$ cat src/rtl/fir_package.sv
// Shared types for the FIR tap serializer.
// Holds the FSM state enum and a counter sizing helper.
package fir_package;

  typedef enum logic {
    IDLE      = 1'b0,
    SERIALIZE = 1'b1
  } fir_ser_state_t;

  function automatic int unsigned cnt_width(int unsigned n);
    return (n > 1) ? $clog2(n) : 1;
  endfunction

endpackage

$ cat src/rtl/hwpe_stream_intf_stream.sv
// Valid/ready stream interface with byte strobes.
// The source drives valid/data/strb, the sink drives ready.
interface hwpe_stream_intf_stream #(
  parameter int unsigned DATA_WIDTH = 32
) (
  input logic clk
);

  localparam int unsigned STRB_WIDTH =
    (DATA_WIDTH >= 8) ? DATA_WIDTH / 8 : 1;

  logic                  valid;
  logic                  ready;
  logic [DATA_WIDTH-1:0] data;
  logic [STRB_WIDTH-1:0] strb;

  modport source (
    output valid, data, strb,
    input  ready
  );

  modport sink (
    input  valid, data, strb,
    output ready
  );

endinterface

$ cat src/rtl/fir_tap_serializer.sv
// Serializes a packed beat of NB_TAPS words onto a word stream,
// word 0 first, reloading on the last word for zero-bubble streaming.
module fir_tap_serializer
  import fir_package::*;
#(
  parameter int unsigned DATA_WIDTH = 32,
  parameter int unsigned NB_TAPS    = 2
) (
  input  logic clk_i,
  input  logic rst_ni,
  input  logic clear_i,
  hwpe_stream_intf_stream.sink   h_parallel,
  hwpe_stream_intf_stream.source h_serial,
  output logic last_o
);

  localparam int unsigned CW = cnt_width(NB_TAPS);
  localparam int unsigned BW = DATA_WIDTH * NB_TAPS;
  localparam logic [CW-1:0] LAST = CW'(NB_TAPS - 1);

  fir_ser_state_t  state_q;
  logic [CW-1:0]   cnt_q;
  logic [BW-1:0]   buf_q;

  logic is_last;
  logic ser_hs;
  logic par_hs;

  assign is_last = (cnt_q == LAST);
  assign ser_hs  = h_serial.valid & h_serial.ready;
  assign par_hs  = h_parallel.valid & h_parallel.ready;

  // The only combinational path: ready through on the last word.
  always_comb begin
    h_parallel.ready = 1'b1;
    if (state_q == SERIALIZE) begin
      h_parallel.ready = h_serial.ready & is_last;
    end
  end

  assign h_serial.valid = (state_q == SERIALIZE);
  assign h_serial.data  =
    buf_q[int'(cnt_q) * DATA_WIDTH +: DATA_WIDTH];
  assign h_serial.strb  = '1;
  assign last_o         = h_serial.valid & is_last;

  always_ff @(posedge clk_i or negedge rst_ni) begin
    if (!rst_ni) begin
      state_q <= IDLE;
      cnt_q   <= '0;
      buf_q   <= '0;
    end else if (clear_i) begin
      state_q <= IDLE;
      cnt_q   <= '0;
      buf_q   <= '0;
    end else begin
      unique case (state_q)
        IDLE: begin
          if (par_hs) begin
            buf_q   <= h_parallel.data;
            cnt_q   <= '0;
            state_q <= SERIALIZE;
          end
        end
        SERIALIZE: begin
          if (ser_hs) begin
            if (!is_last) begin
              cnt_q <= cnt_q + 1'b1;
            end else if (par_hs) begin
              buf_q <= h_parallel.data;
              cnt_q <= '0;
            end else begin
              cnt_q   <= '0;
              state_q <= IDLE;
            end
          end
        end
        default: state_q <= IDLE;
      endcase
    end
  end

`ifndef SYNTHESIS
  always_ff @(posedge clk_i) begin
    assert (h_parallel.DATA_WIDTH == BW)
      else $error("h_parallel width does not match taps");
    assert (h_serial.DATA_WIDTH == DATA_WIDTH)
      else $error("h_serial width does not match word");
  end
`endif

endmodule

$ cat src/flat_wrapper.sv
// flat-port wrapper written by rule: the top's interface ports become plain ports
module fir_tap_serializer_flat import fir_package::*;
#(
  parameter int unsigned DATA_WIDTH = 32,
  parameter int unsigned NB_TAPS    = 2
)
  (clk_i, rst_ni, clear_i, last_o, clk, h_parallel_valid, h_parallel_data, h_parallel_strb, h_parallel_ready, h_serial_valid, h_serial_data, h_serial_strb, h_serial_ready);
  hwpe_stream_intf_stream #(.DATA_WIDTH(DATA_WIDTH)) h_parallel_i (.clk(clk));
  hwpe_stream_intf_stream #(.DATA_WIDTH(DATA_WIDTH)) h_serial_i (.clk(clk));
  input  logic clk_i;
  input  logic rst_ni;
  input  logic clear_i;
  output logic last_o;
  input wire logic clk;
  input wire logic [$bits(h_parallel_i.valid)-1:0] h_parallel_valid;
  input wire logic [$bits(h_parallel_i.data)-1:0] h_parallel_data;
  input wire logic [$bits(h_parallel_i.strb)-1:0] h_parallel_strb;
  output wire logic [$bits(h_parallel_i.ready)-1:0] h_parallel_ready;
  output wire logic [$bits(h_serial_i.valid)-1:0] h_serial_valid;
  output wire logic [$bits(h_serial_i.data)-1:0] h_serial_data;
  output wire logic [$bits(h_serial_i.strb)-1:0] h_serial_strb;
  input wire logic [$bits(h_serial_i.ready)-1:0] h_serial_ready;
  assign h_parallel_i.valid = h_parallel_valid;
  assign h_parallel_i.data = h_parallel_data;
  assign h_parallel_i.strb = h_parallel_strb;
  assign h_parallel_ready = h_parallel_i.ready;
  assign h_serial_valid = h_serial_i.valid;
  assign h_serial_data = h_serial_i.data;
  assign h_serial_strb = h_serial_i.strb;
  assign h_serial_i.ready = h_serial_ready;
  fir_tap_serializer #(.DATA_WIDTH(DATA_WIDTH), .NB_TAPS(NB_TAPS)) u_core (.clk_i(clk_i), .rst_ni(rst_ni), .clear_i(clear_i), .h_parallel(h_parallel_i), .h_serial(h_serial_i), .last_o(last_o));
endmodule
$ cat config.mk
export PLATFORM = sky130hd
export DESIGN_NAME = fir_tap_serializer_flat
export DESIGN_NICKNAME = d
export VERILOG_FILES = /design/src/rtl/fir_package.sv /design/src/rtl/hwpe_stream_intf_stream.sv /design/src/rtl/fir_tap_serializer.sv /design/src/flat_wrapper.sv
export SDC_FILE = /design/constraint.sdc
export NUM_CORES = 1
export LEC_CHECK = 0
export ABC_AREA = 1
export CAP_MARGIN = 25
export CORE_ASPECT_RATIO = 0.6
export CORE_MARGIN = 3
export CORE_UTILIZATION = 32
export CTS_BUF_LIST = sky130_fd_sc_hd__clkbuf_4 sky130_fd_sc_hd__clkbuf_8
export CTS_CLUSTER_DIAMETER = 60
export DETAILED_ROUTE_END_ITERATION = 8
export SYNTH_ARGS = -nofsm -noshare
export SYNTH_HDL_FRONTEND = slang
export SYNTH_SLANG_ARGS = --single-unit
$ cat constraint.sdc
create_clock -name clk_i -period 1.5 [get_ports clk_i]
set_clock_uncertainty 0.15 [all_clocks]
set_input_delay 0.225 -clock clk_i [delete_from_list [all_inputs] [get_ports clk_i]]
set_output_delay 0.225 -clock clk_i [all_outputs]
set_load 0.05 [all_outputs]
==> flow_summary.ini, run 1 <==
[drt]
drc = 0
antenna_left = 0
wl_um = 5000
wl_per_cell_um = 13.6
drtIter0Drc = 94
wl_met3_um = 334
m1WireLength_um = 2650
vias = 1725
vias_per_cell = 4.67
dr.pass1.iters = 4
top_layer_used = met4
wl_met2_um = 1990

[floorplan]
fp.dieH_um = 64.3
io_pins = 81
core_um2 = 5260
dieArea_um2 = 6630
fp.dieW_um = 103
initial_core_util = 0.345
rows = 20

[final_layout]
multi_input_area_um2 = 783
fill_cells = 532
design_area_um2 = 2890
final_layout_size_suffix_gt1_frac = 0.314
fin_nets = 344
syn_to_final_growth_pct = 59.5
regArea_um2 = 853
antenna_cells = 0

[critical_path]
critPathCaptureType = output pin
critPathLaunchType = register
worstPathArrival_ns = 1.24
crit_fanout = 20
required_ns = 1.12
critPathKind = reg2out
r2r_setup_slack_ns = 0.13

[synth]
ys_top_cells_by_area = dfrtp_1 (47%), nand4_1 (11%), nand3_1 (8.8%), nand2_1 (7.5%), inv_1 (7.3%)
yosysSeqAreaShare = 0.470
ys_async_sr_fraction = 1.00
syn_inst = 234
netlist_area_um2 = 1810
synth_top_area_cell = dfrtp_1
avgSynthCellArea_um2 = 7.74
synth_cell_types = 15
ys.flop_type = dfrtp_1
synth_warnings = 0
synth.most_common_cell = nand2_1
synth_edf_count = 0
yosys-top-cells-count = nand2_1 (36), inv_1 (35), dfrtp_1 (34)
synth_top_area_share = 0.470
ys_seq_elements = 34

[global_routing]
antenna_found_initial = 0
grt_pass1_wl_um = 8050
track_usage = 0.153
grt_pass1_vias = 1579
grt_max_degree = 35
grt-ovfl-total = 0

[cts]
cts_inserted_buffers = 5
htreeDepth = 2
cts_sinks = 34
clock-root-buffer = clkbuf_8
clk_path_buf_depth = 2
cts_tree = done
clkLatencyLatePin_ns = 0.28
cts.clk_slew.worst_paths_ns = 0.07
cts_setup_buffers = 0

[placed_design]
pre_cts_ws_ns = -0.160
routabilityCongestion = 0.773
dpl_cell_area_um2 = 2620
portBuffers = 71
dpl.hpwl_um = 3480

[timing]
min_period_ns = 1.61
slew_viol_final = 0
rsz0062_at_grt = true
finalHoldViolCount = 0
min_period_over_period = 1.08
setup_violations = 33
fmax_mhz = 620
fin_ws_ns = -0.114

[power]
leakage_nw = 1.42
power_mw = 2.54
power.density_nw_per_um2 = 878
peakVddDrop_uv = 374

[outcome]
violations = negative setup slack
outcome = finished, violations left

[job]
max_cap_violations = 0

[hold_path]
hold_class = in2async
what timing repair did:
item,CTS,global route
hold endpoints to repair,34,0
hold buffers,1,0
resized for setup,35,8
endpoints found under the setup margin,33,34
sequential cells by signal, indices dropped and copies added, names as in the netlist:
signal and cells:
u_core.buf_q 32, u_core.cnt_q 1, u_core.h_serial.valid 1
routing by layer:
metal | vias up | GRT usage
li1 | 873 | -
met3 | 4 | 0.0436
met1 | 798 | 0.246
met4 | 0 | 0.0291
met2 | 50 | 0.199
met5 | - | 0
logic make-up (layout without fill, tap and decap cells):
logic type / after synthesis / in the layout / share of synthesized area
AOI/OAI and AO/OA: 3 / 3 / 0.00967
buffers and inverters: 60 / 126 / 0.161
other: 1 / 4 / 0.00207
DFF: 34 / 34 / 0.470
and+or+nand+nor: 136 / 136 / 0.358
cells in the final DEF (no fill, tap or decap), drive strengths merged:
master / synthesis / routed
clkinvlp: 0 / 1
nor2: 33 / 33
nand2: 39 / 39
buf: 17 / 47
dlygate4sd3: 0 / 1
a21oi: 2 / 2
conb: 1 / 4
dfrtp: 34 / 34
clkinv: 0 / 1
inv: 35 / 35
clkdlybuf4s50: 0 / 35
clkbuf: 8 / 6
a21o: 1 / 1
nand3: 32 / 32
nand4: 32 / 32
path summary, 6_finish.rpt:
check / startpoint / to / cells after the start
setup reg to reg: u_core.cnt_q / u_core.buf_q[29] / 5
setup / recovery: u_core.cnt_q / h_serial_data[0] / 3
hold / removal: rst_ni / u_core.buf_q[3] / 3
min in group clk_i: u_core.buf_q[4] / u_core.buf_q[4] / 2
max in group asynchronous: rst_ni / u_core.cnt_q / 3
hold reg to reg: u_core.buf_q[4] / u_core.buf_q[4] / 2
critical path: stages, from the launching register on:
cell     delay, ns
dfrtp_2       0.46
buf_12        0.18
nor2_2        0.14
buf_6         0.17
power breakdown:
| part | internal (mW) | switching (mW) |
|---|---|---|
| logic | 0.317 | 0.496 |
| registers | 0.973 | 0.0369 |
| clock network | 0.369 | 0.346 |
layout make-up:
cell class                      count  area share
Tap cell                           66      0.0286
Inverter                           35      0.0455
Clock inverter                      2     0.00433
Clock buffer                        6      0.0286
Sequential cell                    34       0.295
Multi-Input combinational cell    143       0.271
Timing Repair Buffer               83       0.327
stage by stage:
step | hold slack, ns | std cells | setup TNS (ns) | utilization
floorplan | -0.221 | 237 | -3.49 | -
global placement | 0.136 | 360 | -4.35 | 0.499
detailed placement | 0.135 | 360 | -4.71 | 0.499
CTS | 0.350 | 369 | -2.92 | 0.544
global route | 0.363 | 369 | -4.04 | 0.550
finish | 0.349 | 369 | -2.76 | 0.550
Note: power is estimated with default switching activity, not from simulation.
==> run 2: changes to the inputs <==
--- a/config.mk
+++ b/config.mk
@@ -6,13 +6,14 @@
 export NUM_CORES = 1
 export LEC_CHECK = 0
 export ABC_AREA = 1
+export ABC_CLOCK_PERIOD_IN_PS = 1500
 export CAP_MARGIN = 25
 export CORE_ASPECT_RATIO = 0.6
-export CORE_MARGIN = 3
 export CORE_UTILIZATION = 32
 export CTS_BUF_LIST = sky130_fd_sc_hd__clkbuf_4 sky130_fd_sc_hd__clkbuf_8
 export CTS_CLUSTER_DIAMETER = 60
 export DETAILED_ROUTE_END_ITERATION = 8
+export PLACE_DENSITY = 0.66
 export SYNTH_ARGS = -nofsm -noshare
 export SYNTH_HDL_FRONTEND = slang
 export SYNTH_SLANG_ARGS = --single-unit
==> run 2 against run 1 <==
The run still ends with negative setup slack left. Global-route usage is 2.3 points higher. Cell count stayed put. Combinational power is 0.7% lower. Core utilization hardly changed. First-iteration DRC count is 3.2% higher. Power is 2.7% higher. Register-to-register slack worse by 0.02 ns. Non-clock buffer count stayed put. Count of clock-buffer cells in the layout is 2 higher. Wire length is 2.9% lower. Via count is 0.41% lower. Critical endpoint is now h_serial_data[18]. Largest power group unchanged.
==> flow_summary.ini, run 2 (synthesis gave the netlist of run 1 again) <==
[final_layout]
layout_common_cells = nand2_1 (35), clkdlybuf4s50_1 (35), inv_1 (33)
fill_cells = 516
final_cells = 369
largest_reg_flops = 32
largest-register = u_core.buf_q
design_area_um2 = 2890
antenna_cells = 0
final_layout_size_suffix_gt1_frac = 0.314
syn_to_final_growth_pct = 59.3
fin_nets = 344

[global_routing]
grt_max_degree = 49
grt_pass1_vias = 1615
antenna_found_initial = 0
track_usage = 0.176
grt_pass1_wl_um = 7940
grt-ovfl-total = 0

[timing]
rsz0062_at_grt = true
whs_ns = 0.285
slew_viol_final = 0
finalHoldViolCount = 0
fmax_mhz = 634
fin_ws_ns = -0.0776
setup_violations = 34
min_period_ns = 1.58
min_period_over_period = 1.05

[placed_design]
dpl.hpwl_um = 3240
dp_cells = 359
routabilityCongestion = 0.742
portBuffers = 71
dpl_cell_area_um2 = 2590

[critical_path]
worstPathArrival_ns = 1.20
critPathLaunchType = register
r2r_cells = 6
critPathKind = reg2out
critPathCaptureType = output pin
crit_fanout = 17
required_ns = 1.12

[cts]
clk_path_buf_depth = 2
cts_inserted_buffers = 5
clkLatencyLatePin_ns = 0.28
cts_sinks = 34
clock-root-buffer = clkbuf_8
htreeDepth = 2
cts.clk_slew.worst_paths_ns = 0.07
cts_tree = done

[floorplan]
core_um2 = 5260
fp.dieH_um = 60.3
io_pins = 81
rows = 20
fp.dieW_um = 99.1
initial_core_util = 0.345
dieArea_um2 = 5980

[drt]
wl_um = 4860
drtIter0Drc = 97
antenna_left = 0
vias_per_cell = 4.66
dr.pass1.iters = 4
vias = 1718
wl_per_cell_um = 13.2
drc = 0

[power]
leakage_nw = 1.43
peakVddDrop_uv = 344
power.density_nw_per_um2 = 903

[outcome]
violations = negative setup slack
outcome = finished, violations left

[job]
max_cap_violations = 0

[hold_path]
hold_class = in2async
## run 2: metrics by stage
step	TNS (ns)	power [mW]	setup WS (ns)	utilization
6_report	-2.12	2.61	-0.0776	0.549
5_1_grt	-4.02	2.74	-0.136	0.549
4_1_cts	-2.99	2.62	-0.104	0.544
3_5_place_dp	-4.65	1.77	-0.173	0.493
3_3_place_gp	-4.31	1.76	-0.140	0.493
2_1_floorplan	-3.49	1.50	-0.115	-
## run 2: area by class of cell
class | count | area (um2) | area share
timing repair buffer | 83 | 918 | 0.318
sequential | 34 | 853 | 0.296
multi-input combinational | 143 | 791 | 0.274
inverter | 35 | 131 | 0.0455
clock buffer | 8 | 110 | 0.0381
tap | 66 | 82.6 | 0.0286
## run 2: routing by layer
layer / up-vias / routed length (um) / global-route usage
li1: 878 / - / -
met1: 771 / 2370 / 0.251
met2: 67 / 2120 / 0.259
met3: 2 / 355 / 0.0585
met4: 0 / 8 / 0.0378
met5: - / 0 / 0
## run 2: repair_timing
item	4_1_cts	5_1_grt
hold endpoints to repair	34	0
setup buffers	0	1
hold buffers	1	0
setup endpoints to repair	33	34
pin swaps	0	0
resized for setup	40	3
## run 2: final timing paths
| kind | start | slack, ns | endpoint |
|---|---|---|---|
| setup / recovery | u_core.cnt_q | -0.08 | h_serial_data[18] |
| hold / removal | rst_ni | 0.28 | u_core.buf_q[24] |
| setup reg to reg | u_core.cnt_q | 0.11 | u_core.buf_q[5] |
| hold reg to reg | u_core.buf_q[4] | 0.35 | u_core.buf_q[4] |
| max in group asynchronous | rst_ni | 0.71 | u_core.cnt_q |
| min in group clk_i | u_core.buf_q[4] | 0.35 | u_core.buf_q[4] |
## run 2: report_power, final
part / leakage [nW] / internal, mW / switching, mW / total (mW)
sequential: 0.454 / 0.973 / 0.0389 / 1.01
combinational: 0.916 / 0.312 / 0.494 / 0.807
clock: 0.0575 / 0.464 / 0.325 / 0.788
total: 1.43 / 1.75 / 0.858 / 2.61
## run 2: critical path, stage by stage, from the launching register on
cell     delay [ns]
dfrtp_2        0.45
buf_12         0.17
nor2_2         0.13
buf_6          0.17
